$ cat config.mk
export PLATFORM = sky130hd
export DESIGN_NAME = mem_access_unit
export DESIGN_NICKNAME = d
export VERILOG_FILES = /design/src/rtl/mem_access_unit.sv
export SDC_FILE = /design/constraint.sdc
export NUM_CORES = 1
export LEC_CHECK = 0
export ABC_AREA = 0
export CAP_MARGIN = 10
export CORE_MARGIN = 8
export CORE_UTILIZATION = 32
export DETAILED_ROUTE_END_ITERATION = 12
export DONT_BUFFER_PORTS = 1
export SLEW_MARGIN = 20
export SYNTH_ARGS = -nofsm -noshare
export SYNTH_HDL_FRONTEND = slang
export SYNTH_SLANG_ARGS = --single-unit
export TNS_END_PERCENT = 50
$ cat constraint.sdc
create_clock -name clk -period 5.8 [get_ports clk]
set_clock_uncertainty 0.05 [all_clocks]
set_input_delay 1.16 -clock clk [delete_from_list [all_inputs] [get_ports clk]]
set_output_delay 1.16 -clock clk [all_outputs]
set_load 0.05 [all_outputs]
$ cat src/rtl/mem_access_unit.sv
// Load/store unit between the MEM stage and a word-wide synchronous-read data RAM.
// Sub-word stores are read-modify-write; misaligned or illegal requests are
// answered with an error and never touch the RAM.
module mem_access_unit #(
  parameter int unsigned ADDR_WIDTH = 5,
  parameter int unsigned DATA_WIDTH = 32
) (
  input  logic                  clk,
  input  logic                  rst,
  input  logic                  req_valid,
  output logic                  req_ready,
  input  logic                  req_write,
  input  logic [1:0]            req_size,
  input  logic                  req_unsigned,
  input  logic [31:0]           req_addr,
  input  logic [31:0]           req_wdata,
  output logic                  resp_valid,
  output logic                  resp_error,
  output logic [31:0]           resp_data,
  output logic                  ram_mem_write,
  output logic [ADDR_WIDTH-1:0] ram_addr,
  output logic [DATA_WIDTH-1:0] ram_write_data,
  input  logic [DATA_WIDTH-1:0] ram_read_data
);

  localparam logic [1:0] SIZE_BYTE = 2'b00;
  localparam logic [1:0] SIZE_HALF = 2'b01;
  localparam logic [1:0] SIZE_WORD = 2'b10;

  typedef enum logic [2:0] {IDLE, RD_ISSUE, RD_CAPTURE, WR, RESP} state_t;

  typedef struct packed {
    logic        write;
    logic [1:0]  size;
    logic        is_unsigned;
    logic [1:0]  offset;
    logic [31:0] wdata;
  } req_t;

  state_t state_q, state_d;
  req_t   req_q;

  logic        accept_c;
  logic        misaligned_c;
  logic [4:0]  lane_shift_c;
  logic [7:0]  rd_byte_c;
  logic [15:0] rd_half_c;
  logic [31:0] load_ext_c;
  logic [31:0] merged_c;

  // Address bits above the word index wrap and are intentionally ignored.
  logic unused_addr_bits;
  assign unused_addr_bits = ^req_addr[31:ADDR_WIDTH+2];

  // Handshake and write strobe are gated with reset so nothing leaks while rst is high.
  assign req_ready     = (state_q == IDLE) && !rst;
  assign ram_mem_write = (state_q == WR) && !rst;
  assign accept_c      = req_valid && req_ready;

  // Misaligned halfword/word or illegal size.
  always_comb begin
    misaligned_c = 1'b0;
    case (req_size)
      SIZE_BYTE: misaligned_c = 1'b0;
      SIZE_HALF: misaligned_c = req_addr[0];
      SIZE_WORD: misaligned_c = (req_addr[1:0] != 2'b00);
      default:   misaligned_c = 1'b1;
    endcase
  end

  // Lane extraction with sign/zero extension, and sub-word merge for RMW stores.
  always_comb begin
    lane_shift_c = {req_q.offset, 3'b000};
    rd_byte_c    = ram_read_data[lane_shift_c +: 8];
    rd_half_c    = req_q.offset[1] ? ram_read_data[31:16] : ram_read_data[15:0];
    load_ext_c   = ram_read_data;
    merged_c     = ram_read_data;
    case (req_q.size)
      SIZE_BYTE: begin
        load_ext_c = req_q.is_unsigned ? {24'd0, rd_byte_c} : {{24{rd_byte_c[7]}}, rd_byte_c};
        merged_c[lane_shift_c +: 8] = req_q.wdata[7:0];
      end
      SIZE_HALF: begin
        load_ext_c = req_q.is_unsigned ? {16'd0, rd_half_c} : {{16{rd_half_c[15]}}, rd_half_c};
        if (req_q.offset[1]) merged_c[31:16] = req_q.wdata[15:0];
        else                 merged_c[15:0]  = req_q.wdata[15:0];
      end
      default: begin
        load_ext_c = ram_read_data;
        merged_c   = ram_read_data;
      end
    endcase
  end

  // State register.
  always_ff @(posedge clk) begin
    if (rst) state_q <= IDLE;
    else     state_q <= state_d;
  end

  // Next-state logic.
  always_comb begin
    state_d = state_q;
    case (state_q)
      IDLE: begin
        if (accept_c) begin
          if (misaligned_c)                             state_d = RESP;
          else if (req_write && req_size == SIZE_WORD)  state_d = WR;
          else                                          state_d = RD_ISSUE;
        end
      end
      RD_ISSUE:   state_d = RD_CAPTURE;
      RD_CAPTURE: state_d = req_q.write ? WR : RESP;
      WR:         state_d = RESP;
      RESP:       state_d = IDLE;
      default:    state_d = IDLE;
    endcase
  end

  // Request capture, RAM address/data and response registers.
  always_ff @(posedge clk) begin
    if (rst) begin
      req_q          <= '0;
      ram_addr       <= '0;
      ram_write_data <= '0;
      resp_valid     <= 1'b0;
      resp_error     <= 1'b0;
      resp_data      <= '0;
    end else begin
      resp_valid <= (state_d == RESP);
      resp_error <= 1'b0;
      if (accept_c) begin
        req_q    <= '{write: req_write, size: req_size, is_unsigned: req_unsigned,
                      offset: req_addr[1:0], wdata: req_wdata};
        ram_addr <= req_addr[ADDR_WIDTH+1:2];
        if (misaligned_c)
          resp_error <= 1'b1;
        else if (req_write && req_size == SIZE_WORD)
          ram_write_data <= DATA_WIDTH'(req_wdata);
      end
      if (state_q == RD_CAPTURE) begin
        if (req_q.write) ram_write_data <= DATA_WIDTH'(merged_c);
        else             resp_data      <= load_ext_c;
      end
    end
  end

endmodule
==> flow_metrics.tcl, run 1 <==
set metrics [dict create \
    status "finished clean" \
    rows 45 \
    p_sw_mw 0.409 \
    diodes 0 \
    areaGrowthSynthToFinish_pct 6.83 \
    numPortBuffers 0 \
    seq_power_share_pct 50.6 \
    synth_edf_count 0 \
    grt_util_met3_pct 7.49 \
    postSynthCellCount 595 \
    crit_fanout 102 \
    hold_path_class "reg2reg" \
    antenna_found_initial 0 \
    max_slew_margin_pct 31.9 \
    clk_latency_ps 350 \
    min_period_ps 3350 \
    grt_use_met2_pct 27.2 \
    io_pins 176 \
    cts_hold_buf 0 \
    synthTopCellsByCount "nand2_1 (140), dfxtp_1 (96), a21oi_1 (39), nor2_1 (38), a211oi_1 (22)" \
    worst-endpoint-arrival_ps 3560 \
    final_nets 668 \
    synth_warnings 0 \
    crit_slowest_cell "nand4_2" \
    grt_setup_unrepaired "no" \
    vdd.ir_drop.worst_uv 147 \
    die_x_um 140 \
    drive_gt1_share_pct 11.2 \
    grt_pass1_vias 4243 \
    grt_remaining_overflow 0 \
    cts_buffers 9 \
    drtIter0Drc 347 \
    drc 0 \
    cp_num_buf_inv 0 \
    finalHoldViolCount 0 \
    fin_crit_sh_pct 57.8 \
    cp.required_ps 6010 \
    post_cts_resized 0 \
    fin_util_pct 34.6 \
    clock-sinks 96 \
    vias 4439 \
    synth_area_per_cell_sq_um 8.22 \
    drv_cap 0 \
    syn-num-nets 703 \
    yosysMostFrequentCell "nand2_1" \
    synth-seq-cells 96 \
    crit_path_end_kind "flop" \
    chipHeight_um 140 \
    grt_max_degree 103 \
    gp_congestion 0.825 \
    yosys.cell_types.count 57 \
    startpoint_type "input port" \
    dp_hpwl_um 12800 \
    grt_pass1_wl_um 25900 \
    max_stage_delay_ps 1000 \
    p_total_mw 1.46 \
    die_area_sq_mm 0.0195 \
    synth.top_cell.area_share_pct 39.3 \
    tightest_slew_ps 1020 \
    p_leak_nw 1.68 \
    clock.fmax_mhz 298 \
    post_cts_buffers 0 \
    first_pass_iters 5 \
    p_per_area_mw_per_mm2 279 \
    core_sq_mm 0.0151 \
    synth.cell_area_sq_mm 0.00489 \
    slew_violations 0 \
    internal_power_mw 1.05 \
    yosys.area.top_type "dfxtp_1" \
    setup_violations 0 \
    ys.flop_type "dfxtp_1" \
    cts_tree "done" \
    cts_buffer_depth 2 \
    ys_seq_area_share_pct 39.3 \
    start_util_pct 32.4 \
    netlist_top_cells_area "dfxtp_1 (39%), nand2_1 (11%), a21oi_1 (4.0%)" \
    viasPerCell 5.90 \
    wire_per_inst_um 22.9 \
    cp_cell_sequence "nor4_4 > nand4_2 > mux2i_1 > a221oi_1" \
    power_frac_clock_pct 40.0 \
    clkTransAtPathRegs_ps 70 \
    cp_top_family "simple AND/OR/NAND/NOR gates" \
    track_usage_pct 17.0 \
    worstSetupPathType "in2reg" \
    grt.busiest_layer "met2" \
    clockRootBuffer "clkbuf_16" \
    swShare_pct 28.0 \
    p_comb_share_pct 9.4 \
    routed_wirelength_um 17200 \
    fillers 1569 \
    async_flop_share_pct 0 \
    tns_ps 0 \
    cts_max_level 3 \
    use_met1_pct 19.9 \
    ant_nets 0 \
]
-- registers in the layout (all words and copies together), names as in the netlist --
register	flops
resp_data	32
state_q	3
ram_addr	5
resp_valid	1
req_q	20
ram_write_data	32
lane_shift_c	2
resp_error	1
-- layer usage --
metal	share of wire, %	wire (um)
met5	0	0
met4	2.4	411
met3	10	1720
met2	47	8010
met1	41	7070
-- worst paths after layout --
path | from | end | slack (ps) | cells after the start
max | rst | ram_write_data[31] | 2450 | 4
min | req_q[11] | req_q[11] | 430 | 2
max reg2reg | state_q[2] | ram_write_data[31] | 2760 | 4
min reg2reg | req_q[11] | req_q[11] | 430 | 2
-- layout make-up --
cell class,count,area [sq um],share of cell area [%]
Inverter,3,11.3,0.215
Clock inverter,5,37.5,0.718
Clock buffer,11,253,4.83
Multi-Input combinational cell,445,2730,52.2
Sequential cell,96,1920,36.8
Tap cell,188,235,4.50
Timing Repair Buffer,5,37.5,0.718
-- power groups by stage --
stage	combinational, mW	sequential (mW)	clock (mW)
after floorplan	0.124	0.741	0
after CTS	0.137	0.738	0.597
final	0.137	0.738	0.583
after global placement	0.132	0.752	0
after detailed placement	0.136	0.753	0
after global routing	0.151	0.740	0.622
-- worst reg2reg max path, stage by stage (launching register included) --
cell	delay, ps
dfxtp_1	430
nor4_4	880
nand4_2	1000
mux2i_1	320
a221oi_1	270
-- metrics by stage --
stage	hold slack (ps)	worst slack (ps)	area, sq um	std cells
after floorplan	387	1660	4890	595
after global placement	415	2120	4930	737
after detailed placement	416	2070	4930	737
after CTS	426	2450	5220	753
after global routing	451	2230	5230	753
final	428	2450	5230	753
-- cells in the final DEF, fill, tap and decap left out, types with 8 or more instances in the layout --
cell	n
dfxtp_1	95
a21oi_1	39
a211oi_1	22
clkbuf_16	9
a221oi_1	21
a211oi_2	10
nor2b_1	15
a31oi_1	16
nand3b_1	8
a32oi_1	13
nor2_1	38
mux2_2	8
nand2_1	140
a21o_1	9
nand3_1	12
-- cell families after synthesis --
logic type	synth area share, %
flip-flops	39.3
multiplexers	3.07
buffers and inverters	5.39
AO/OA/AOI/OAI	26.8
AND/OR/NAND/NOR	24.1
adder cells (fa/ha/maj)	1.28
Note: power is estimated with default switching activity, not from simulation.
==> run 2, diff against run 1 <==
Clock period 5.8 ns to 3.15 ns, I/O delays scaled along.
==> run 2 against run 1 <==
Against the previous run: clock power is 82% higher; worst hold slack got worse by 130 ps; flip-flop and latch count is the same; clock-buffer cell count rose by 2; non-clock buffer count rose by 14; global-route usage is 0.099 points higher; routed wire length increased by 0.58%; critical path depth rose by 2; sequential share of layout area shrank 0.65 points; power grew 84%; register-to-register slack got worse by 2100 ps; setup slack got worse by 1800 ps; critical path type is now reg2reg; critical endpoint is now ram_write_data[23].
==> flow_metrics.tcl, run 2 (same netlist as run 1, synthesis figures left out) <==
set metrics [dict create \
    status "finished clean" \
    post_cts_buffers 0 \
    clockRootBuffer "clkbuf_16" \
    gp_congestion 0.826 \
    vdd.ir_drop.worst_uv 285 \
    seq_power_share_pct 50.6 \
    drc 0 \
    grt.busiest_layer "met2" \
    fin_util_pct 35.2 \
    io_pins 176 \
    drive_gt1_share_pct 12.6 \
    setup_violations 0 \
    grt_remaining_overflow 0 \
    layout_common_cells "nand2_1 (140), dfxtp_1 (96), a21oi_1 (39)" \
    crit_start "lane_shift_c[3]" \
    grt_util_met3_pct 7.83 \
    p_leak_nw 1.75 \
    start_util_pct 32.4 \
    chipHeight_um 140 \
    cts_tree "done" \
    cts_buffers 9 \
    crit_slowest_cell "nor2b_1" \
    use_met1_pct 19.6 \
    max_slew_margin_pct 48.6 \
    max_stage_delay_ps 520 \
    wire_per_inst_um 22.6 \
    fin_crit_sh_pct 78.3 \
    p_comb_share_pct 9.8 \
    p_total_mw 2.68 \
    p_per_area_mw_per_mm2 504 \
    min_period_ps 2470 \
    track_usage_pct 17.1 \
    fillers 1566 \
    drtIter0Drc 393 \
    final_common_cell "nand2_1" \
    final_cells 766 \
    dpl_cell_area_sq_mm 0.00503 \
    clk_latency_ps 350 \
    tns_ps 0 \
    crit_path_end_kind "flop" \
    clock.fmax_mhz 405 \
    post-place-ws_ps 722 \
    tightest_slew_ps 770 \
    core_sq_mm 0.0151 \
    grt_pass1_vias 4242 \
    dp_hpwl_um 13100 \
    placed_cells 751 \
    vias 4425 \
    clkTransAtPathRegs_ps 70 \
    slew_violations 0 \
    numPortBuffers 0 \
    crit_fanout 9 \
    cp_cell_sequence "inv_1 > ha_1 > nor2b_1 > a41o_1 > a221oi_1 > a31oi_1" \
    areaGrowthSynthToFinish_pct 8.67 \
    ff_latch_area_sq_mm 0.00192 \
    cts_hold_buf 0 \
    finalWorstSetupSlack_ps 684 \
    fin_area_sq_mm 0.00532 \
    die_area_sq_mm 0.0195 \
    grt_pass1_wl_um 25700 \
    p_sw_mw 0.727 \
    die_x_um 140 \
    post_cts_resized 0 \
    largestRegisters "ram_write_data (32), resp_data (32), req_q (20)" \
    first_pass_iters 5 \
    drv_cap 0 \
    cts_max_level 3 \
    routed_wirelength_um 17300 \
    diodes 0 \
    multi_input_area_sq_mm 0.00272 \
    swShare_pct 27.1 \
    ant_nets 0 \
    hp-start "rst" \
    worstSetupPathType "reg2reg" \
    viasPerCell 5.78 \
    startpoint_type "flop" \
    finalHoldViolCount 0 \
    cp.required_ps 3380 \
    whs_ps 294 \
    hold_path_class "in2reg" \
    clock-sinks 96 \
    power_frac_clock_pct 39.6 \
    worst-endpoint-arrival_ps 2700 \
    antenna_found_initial 0 \
    internal_power_mw 1.95 \
    cts_buffer_depth 2 \
    grt_use_met2_pct 27.1 \
    grt_max_degree 103 \
    final_nets 682 \
    r2r-start "lane_shift_c[3]" \
    grt_setup_unrepaired "no" \
    rows 45 \
]
-- run 2: changes by cell type in the layout (fill, tap and decap cells not counted), sizes merged --
| cell | previous run | this run |
|---|---|---|
| buf | 5 | 19 |
| clkbuf | 11 | 13 |
| clkinv | 1 | 2 |
| clkinvlp | 2 | 0 |
| inv | 5 | 3 |
-- run 2: final timing paths --
path                   endpoint  slack (ps)  cells past startpoint
max          ram_write_data[23]         680                      6
min                 ram_addr[0]         290                      1
max reg2reg  ram_write_data[23]         680                      6
min reg2reg           req_q[11]         440                      2
-- run 2: final cells by class --
cell class	instances	area share (%)
Sequential cell	96	36.1
Timing Repair Buffer	19	2.68
Clock inverter	2	0.259
Inverter	3	0.212
Multi-Input combinational cell	445	51.2
Tap cell	188	4.42
Clock buffer	13	5.08
-- run 2: critical path: cells and delay by family, from the launching register on --
family	cells	cell delay, ps
compound gates	3	830
simple gates	1	520
flops	1	510
fa+ha+maj	1	340
buf+inv	1	140
-- run 2: power by group through the flow --
| stage | registers, mW | clock network (mW) | logic [mW] |
|---|---|---|---|
| after detailed placement | 1.38 | 0 | 0.261 |
| after global routing | 1.36 | 1.13 | 0.288 |
| after floorplan | 1.36 | 0 | 0.228 |
| after CTS | 1.36 | 1.09 | 0.262 |
| after global placement | 1.38 | 0 | 0.255 |
| final | 1.36 | 1.06 | 0.264 |
-- run 2: layer usage --
metal  vias to the layer above  routed length [um]
li1                       2132                   -
met1                      2070                6980
met2                       189                7930
met3                        34                1910
met4                         0                 497
met5                         -                   0
==> run 3, diff against run 2 <==
Clock period 3.15 ns to 2.2 ns, I/O delays scaled along.
==> run 3 against run 2 <==
Against the previous run: combinational power increased by 48%; clock power grew 55%; via count is 0.59% higher; worst hold slack got worse by 200 ps; register-to-register slack worse by 500 ps; design area rose by 1.6%; flip-flop and latch count unchanged; power grew 48%; cell count up 0.65%; largest power group unchanged; highest routed layer unchanged.
==> flow_metrics.tcl, run 3 (same netlist as run 1, synthesis figures left out) <==
set metrics [dict create \
    clk_latency_ps 360 \
    p_leak_nw 1.78 \
    cp_num_buf_inv 1 \
    first_pass_iters 6 \
    hold_path_class "in2reg" \
    cts_buffers 9 \
    vias 4451 \
    areaGrowthSynthToFinish_pct 10.4 \
    ff_latch_area_sq_mm 0.00192 \
    layout_common_cells "nand2_1 (140), dfxtp_1 (96), a21oi_1 (39)" \
    max_stage_delay_ps 490 \
    hold_depth 1 \
    drc 0 \
    grt_max_degree 103 \
    routed_wirelength_um 17400 \
    die_x_um 140 \
    cp.required_ps 2380 \
    die_area_sq_mm 0.0195 \
    gp_congestion 0.855 \
    worstSetupPathType "reg2reg" \
    finalHoldViolCount 0 \
    multi_input_area_sq_mm 0.00273 \
    cts_buffer_depth 2 \
    grt_remaining_overflow 0 \
    vdd.ir_drop.worst_uv 358 \
    max_slew_margin_pct 60.3 \
    clockRootBuffer "clkbuf_16" \
    largestRegisters "ram_write_data (32), resp_data (32), req_q (20)" \
    crit_fanout 8 \
    numPortBuffers 0 \
    post_cts_resized 0 \
    start_util_pct 32.4 \
    fin_crit_sh_pct 91.5 \
    p_total_mw 3.97 \
    fillers 1571 \
    antenna_found_initial 0 \
    clock.fmax_mhz 497 \
    tightest_slew_ps 588 \
    cts_max_level 3 \
    worst-endpoint-arrival_ps 2190 \
    cts_tree "done" \
    grt_setup_unrepaired "no" \
    status "finished clean" \
    viasPerCell 5.77 \
    cp_cell_sequence "inv_1 > ha_1 > nor2b_1 > a41o_1 > a221oi_1 > a31oi_1" \
    clkTransAtPathRegs_ps 70 \
    final_nets 686 \
    grt_pass1_wl_um 26400 \
    rows 45 \
    drv_cap 0 \
    ant_nets 0 \
    post_cts_buffers 0 \
    cts_hold_buf 0 \
    slew_violations 0 \
    wire_per_inst_um 22.5 \
    clock-sinks 96 \
    diodes 0 \
    io_pins 176 \
    p_per_area_mw_per_mm2 734 \
    setup_violations 0 \
    drive_gt1_share_pct 13.4 \
    min_period_ps 2010 \
    reg2reg_depth 6 \
    crit_slowest_cell "a221oi_1" \
    startpoint_type "flop" \
    track_usage_pct 17.6 \
    final_common_cell "nand2_1" \
    core_sq_mm 0.0151 \
    chipHeight_um 140 \
    tns_ps 0 \
    dp_hpwl_um 13100 \
    crit_cells 6 \
    whs_ps 89.6 \
    grt_pass1_vias 4286 \
    drtIter0Drc 306 \
    crit_path_end_kind "flop" \
    cp_top_family "compound AO/OA/AOI/OAI gates" \
]
==> run 3: worst paths after layout <==
kind	from	end	slack (ps)
min reg2reg	req_q[11]	req_q[11]	430
max	lane_shift_c[3]	ram_write_data[22]	190
min	rst	ram_addr[3]	90
max reg2reg	lane_shift_c[3]	ram_write_data[22]	190
==> run 3: layout make-up <==
class	instances	area share, %
well taps	188	4.35
multi-input cells	445	50.5
repair buffers	23	3.66
clock buffers	11	4.49
flip-flops and latches	96	35.6
inverters	3	0.208
clock inverters	5	1.18
==> run 3: routing by layer <==
layer  wire length (um)  vias to the layer above  track usage [%]
met5                  0                        -                0
met3               1790                       22             7.35
li1                   -                     2135                -
met2               7800                      171             27.0
met4                460                        0             7.20
met1               7310                     2123             21.4
==> run 3: where the power goes <==
part	internal, mW	total [mW]	leakage, nW	switching (mW)
Sequential	1.79	1.94	0.778	0.152
Clock	0.921	1.64	0.146	0.716
Combinational	0.166	0.390	0.856	0.224
==> run 3: per-stage QoR <==
stage	cells	cell area, sq um	utilization (%)	setup slack [ps]
floorplan	595	4900	-	-16.1
global placement	755	5090	33.8	271
detailed placement	755	5090	33.8	214
CTS	771	5400	35.8	206
global route	771	5400	35.8	91.8
finish	771	5400	35.8	187
